[src/rtl/mips_ctrl_pkg.sv]
// Shared control definitions for the multi-cycle MIPS sequencer: state codes,
// opcode/func fields, ALU selects, fault codes and the decode result record.
package mips_ctrl_pkg;

    typedef logic [2:0] state_t;

    localparam state_t ST_IDLE   = 3'd0;
    localparam state_t ST_FETCH  = 3'd1;
    localparam state_t ST_DECODE = 3'd2;
    localparam state_t ST_EXEC   = 3'd3;
    localparam state_t ST_WB     = 3'd4;
    localparam state_t ST_HALT   = 3'd5;
    localparam state_t ST_FAULT  = 3'd6;

    localparam logic [5:0] OP_RTYPE = 6'h00;
    localparam logic [5:0] OP_HALT  = 6'h3F;

    localparam logic [5:0] FN_ADD = 6'h20;
    localparam logic [5:0] FN_SUB = 6'h22;
    localparam logic [5:0] FN_AND = 6'h24;
    localparam logic [5:0] FN_OR  = 6'h25;
    localparam logic [5:0] FN_SLT = 6'h2A;

    localparam logic [2:0] ALU_AND = 3'b000;
    localparam logic [2:0] ALU_OR  = 3'b001;
    localparam logic [2:0] ALU_ADD = 3'b010;
    localparam logic [2:0] ALU_SUB = 3'b110;
    localparam logic [2:0] ALU_SLT = 3'b111;

    localparam logic [1:0] FC_NONE    = 2'b00;
    localparam logic [1:0] FC_ILLEGAL = 2'b01;
    localparam logic [1:0] FC_OVF     = 2'b10;
    localparam logic [1:0] FC_TIMEOUT = 2'b11;

    // ovf_check marks the signed arithmetic ops whose overflow aborts writeback.
    typedef struct packed {
        logic       legal;
        logic       is_halt;
        logic [2:0] alu_op;
        logic       ovf_check;
    } dec_t;

endpackage

[src/rtl/mc_decode.sv]
// Combinational instruction classifier: maps the latched IR to legality,
// halt detection, ALU select and whether ALU overflow must be honoured.
module mc_decode
    import mips_ctrl_pkg::*;
(
    input  logic [31:0] ir,
    output dec_t        dec
);

    logic [5:0] opcode;
    logic [5:0] func;

    assign opcode = ir[31:26];
    assign func   = ir[5:0];

    always_comb begin
        dec = '0;
        if (opcode == OP_HALT) begin
            dec.is_halt = 1'b1;
        end else if (opcode == OP_RTYPE) begin
            case (func)
                FN_ADD: begin dec.legal = 1'b1; dec.alu_op = ALU_ADD; dec.ovf_check = 1'b1; end
                FN_SUB: begin dec.legal = 1'b1; dec.alu_op = ALU_SUB; dec.ovf_check = 1'b1; end
                FN_AND: begin dec.legal = 1'b1; dec.alu_op = ALU_AND; end
                FN_OR:  begin dec.legal = 1'b1; dec.alu_op = ALU_OR;  end
                FN_SLT: begin dec.legal = 1'b1; dec.alu_op = ALU_SLT; end
                default: ;
            endcase
        end
    end

endmodule

[src/rtl/mc_sequencer.sv]
// Multi-cycle FETCH/DECODE/EXEC/WB controller with imem req/ack handshake,
// run/single-step control, halt/fault states and a retired-instruction counter.
module mc_sequencer
    import mips_ctrl_pkg::*;
#(
    parameter int IMEM_TIMEOUT = 15,
    parameter int CNT_W        = 16
) (
    input  logic             clk,
    input  logic             rst,
    input  logic             run,
    input  logic             step,
    input  logic             clear_fault,
    input  logic [31:0]      instr_in,
    input  logic             imem_ack,
    input  logic             alu_overflow,
    output logic             imem_req,
    output logic             ir_load,
    output logic             pc_write,
    output logic [2:0]       alu_op,
    output logic             reg_write,
    output logic             halted,
    output logic             fault,
    output logic [1:0]       fault_code,
    output logic [CNT_W-1:0] retired
);

    localparam logic [7:0] TMO_LAST = 8'(IMEM_TIMEOUT - 1);

    state_t      state;
    logic [31:0] ir;
    logic [7:0]  tmo_cnt;
    logic        step_mode;
    logic [1:0]  fcode;
    dec_t        dec;
    logic        wb_ovf;
    logic        in_fetch;
    logic        in_wb;

    mc_decode u_decode (
        .ir  (ir),
        .dec (dec)
    );

    assign in_fetch = (state == ST_FETCH);
    assign in_wb    = (state == ST_WB);
    assign wb_ovf   = alu_overflow & dec.ovf_check;

    always_ff @(posedge clk or posedge rst) begin
        if (rst) begin
            state     <= ST_IDLE;
            ir        <= '0;
            tmo_cnt   <= '0;
            step_mode <= 1'b0;
            fcode     <= FC_NONE;
            retired   <= '0;
        end else begin
            case (state)
                ST_IDLE: begin
                    if (run | step) begin
                        state     <= ST_FETCH;
                        step_mode <= ~run;
                        tmo_cnt   <= '0;
                    end
                end
                // The timeout fires on the IMEM_TIMEOUT-th unanswered cycle, so an
                // ack arriving in that same cycle still takes the fetch.
                ST_FETCH: begin
                    if (imem_ack) begin
                        ir    <= instr_in;
                        state <= ST_DECODE;
                    end else if (tmo_cnt == TMO_LAST) begin
                        state <= ST_FAULT;
                        fcode <= FC_TIMEOUT;
                    end else begin
                        tmo_cnt <= tmo_cnt + 8'd1;
                    end
                end
                ST_DECODE: begin
                    if (dec.is_halt) begin
                        state <= ST_HALT;
                    end else if (dec.legal) begin
                        state <= ST_EXEC;
                    end else begin
                        state <= ST_FAULT;
                        fcode <= FC_ILLEGAL;
                    end
                end
                ST_EXEC: state <= ST_WB;
                ST_WB: begin
                    if (wb_ovf) begin
                        state <= ST_FAULT;
                        fcode <= FC_OVF;
                    end else begin
                        retired <= retired + CNT_W'(1);
                        if (run & ~step_mode) begin
                            state   <= ST_FETCH;
                            tmo_cnt <= '0;
                        end else begin
                            state <= ST_IDLE;
                        end
                    end
                end
                ST_HALT: ;
                ST_FAULT: begin
                    if (clear_fault) begin
                        state <= ST_IDLE;
                        fcode <= FC_NONE;
                    end
                end
                default: state <= ST_IDLE;
            endcase
        end
    end

    // Writeback strobes react to alu_overflow in the WB cycle itself.
    assign imem_req   = in_fetch;
    assign ir_load    = in_fetch & imem_ack;
    assign reg_write  = in_wb & ~wb_ovf;
    assign pc_write   = in_wb & ~wb_ovf;
    assign alu_op     = (state == ST_EXEC || in_wb) ? dec.alu_op : ALU_AND;
    assign halted     = (state == ST_HALT);
    assign fault      = (state == ST_FAULT);
    assign fault_code = fcode;

endmodule

[config.mk]
export PLATFORM = sky130hd
export DESIGN_NAME = mc_sequencer
export DESIGN_NICKNAME = d
export VERILOG_FILES = /design/src/rtl/mips_ctrl_pkg.sv /design/src/rtl/mc_decode.sv /design/src/rtl/mc_sequencer.sv
export SDC_FILE = /design/constraint.sdc
export NUM_CORES = 1
export LEC_CHECK = 0
export ABC_AREA = 1
export CAP_MARGIN = 30
export CORE_MARGIN = 2
export CORE_UTILIZATION = 52
export CTS_CLUSTER_DIAMETER = 100
export CTS_CLUSTER_SIZE = 24
export DETAILED_ROUTE_END_ITERATION = 12
export PLACE_DENSITY = 0.95
export SKIP_CTS_REPAIR_TIMING = 1
export SYNTH_ARGS = -nofsm -noshare
export SYNTH_HDL_FRONTEND = slang
export SYNTH_SLANG_ARGS = --single-unit
[constraint.sdc]
create_clock -name clk -period 3.85 [get_ports clk]
set_input_delay 0.5775 -clock clk [delete_from_list [all_inputs] [get_ports clk]]
set_output_delay 0.5775 -clock clk [all_outputs]
set_load 0.02 [all_outputs]
==> qor.yml <==
worstSetupStartpointType: "flip-flop"
finalInstanceArea_um2: 3010
grt-ovfl-total: 0
num_io_pins: 66
path_cells: "inv_2 > nand2_4 > nor2_2 > nand2_2 > inv_2 > clkdlybuf4s50_1"
drc: 0
actual_slew_at_the_worst_max_slew_pin_ps: 518
setup_viol: 0
grt_start_max_net_pins: 43
worst_ir_drop_vdd_uv: 533
route.layer.met1.wl_mm: 2.32
p_leak_uw: 0.00145
post_synth_num_cell_types: 31
std_cell_rows: 24
ys.flop_type: "dfrtp_1"
floorplan.die.width_um: 72.6
critical_path_class: "flip-flop to output port"
layout-drive-gt1-share_pct: 10.2
first_global_vias: 2028
post_synth_inst_count: 312
async_reset_ff_share_pct: 100
cpMostUsedCell: "inv_2"
seq_area_frac_synth_pct: 43.0
cts_buffers: 5
ys.warnings.count: 0
accumulated_negative_setup_slack_ps: 0
die_y_um: 72.6
r2r-start: "ir[4]"
worst_ep_required_time_ps: 3270
cp_data_arrival_time_ps: 2330
cpPeakStageDelay_ps: 650
diodes: 0
grt_setup_unrepaired: "no"
syn-num-nets: 354
clock_tree.root_cell: "clkbuf_8"
cpLargestDelayFamily: "buffers and inverters"
routed_via_density: 5.31
post_dp_cell_area_um2: 2920
post-dp-hpwl_mm: 3.96
drtPass1Iterations: 4
cp-startpoint: "state[0]"
design.die.area_um2: 5270
maxSlewHeadroom_pct: 65.5
drv_cap: 0
clkSinkCount: 42
min_period_ps: 2910
timing_max_transition_violations_final: 0
path_max_fanout: 15
nets: 402
drt-initial-drc-count: 155
postRouteAntennaNets: 0
timing.critical_path.slowest_stage_cell: "clkdlybuf4s50_1"
grt_pass1_wl_mm: 9.01
gpl.final_weighted_congestion: 1.01
io_buffers: 45
grt_antenna_before_repair: 0
synth_top_cells_by_area: "dfrtp_1, nand2_1, nand3_1"
clock_latency_ps: 300
cts.reportedPaths.clkPinSlew_ps: 90
starting_density_of_the_core_pct: 55.0
crit_buf_inv: 3
tritoncts: "done"
worstSetupEndpointType: "output port"
top_signal_layer_used: "met4"
synth-edff-count: 0
fmaxAchievable_mhz: 344
wirelength_mm: 5.27
h-tree-depth: 2
synth_commonest_cells: "nand2_1, dfrtp_1, inv_1, nor2_1, nand3_1"
routed-wl-met3_um: 250
routed-wl-met2_mm: 2.62
post_synth.cell_area_avg_um2: 7.84
yosysMostFrequentCell: "nand2_1"
synth_top_cell_by_area: "dfrtp_1"
number_of_synthesized_register_bits: 42
fin_crit_sh_pct: 75.5
clock-skew-final_ps: 10.1
power.density_cell_area_nw_per_um2: 608
holdCritPathClass: "flip-flop to flip-flop"
ctsLongestPathBuffers: 2
run_status: "complete, no violations"
area_growth_pct: 23.2
route.detailed.wl_per_inst_um: 12.8
netlist_area_um2: 2440
global_route_total_usage_across_every_layer_pct: 21.5
yosys.area.top_type_share_pct: 43.0
timing_hold_violations_final: 0
route.vias.total: 2192
core_um2: 4440
worst_hold_startpoint: "fault_code[0]"
-- stage by stage --
step	hold slack, ps	worst slack, ps	util [%]	instances	power, uW
final	505	942	67.8	413	1830
after global routing	539	780	67.8	413	1970
after CTS	508	927	67.8	413	1840
after detailed placement	487	1020	65.8	405	1550
after global placement	484	1060	65.8	405	1510
after floorplan	470	1950	-	312	1320
-- worst paths after layout --
path,cells past startpoint,endpoint,slack [ps]
setup / recovery,6,reg_write,940
hold / removal,2,fault_code[0],510
setup reg to reg,10,fault_code[1],1940
hold reg to reg,2,fault_code[0],510
max in group asynchronous,3,state[2],2780
min in group asynchronous,3,retired[3],700
-- worst register-to-register path: cells and delay by family (launching register included) --
kind,cells,cell delay (ps)
and+or+nand+nor,8,1120
DFF,1,420
buffers and inverters,2,280
-- flip-flops by register name, indices dropped and copies added (netlist names) --
name,count
step_mode,1
retired,16
fault_code,2
ir,12
state,3
tmo_cnt,8
-- kinds of logic after synthesis --
kind of cell,after synthesis,share of synthesized area (%)
AND/OR/NAND/NOR,182,33.9
XOR/XNOR,19,6.81
buffers and inverters,39,7.63
adder cells (fa/ha/maj),3,1.54
flip-flops,42,43.0
AO/OA/AOI/OAI,27,7.11
-- power breakdown --
group	internal (uW)	leakage, uW	switching [uW]
clock	127	0.0000441	160
sequential	569	0.000540	122
combinational	325	0.000863	528
-- layer usage --
metal / GRT usage (%) / vias to the layer above
li1: - / 1086
met1: 28.1 / 1015
met2: 36.9 / 80
met3: 3.73 / 11
met4: 5.76 / 0
met5: 0 / -
-- cell usage in the layout, fill, tap and decap left out, drive strengths merged, types with 5 or more instances in the layout --
cell type / n
nand4: 8
o21ai: 21
xnor2: 9
nand3: 25
nor2: 32
nor3: 7
xor2: 10
dfrtp: 42
nand2: 104
inv: 33
clkdlybuf4s50: 45
clkbuf: 5
-- area by class of cell --
class	instances	area, um^2
Clock buffer	5	68.8
Clock inverter	3	21.3
Fill cell	355	1430
Inverter	34	141
Multi-Input combinational cell	231	1210
Sequential cell	42	1050
Tap cell	52	65.1
Timing Repair Buffer	46	458
No activity file was read; power rests on OpenSTA's default activity.
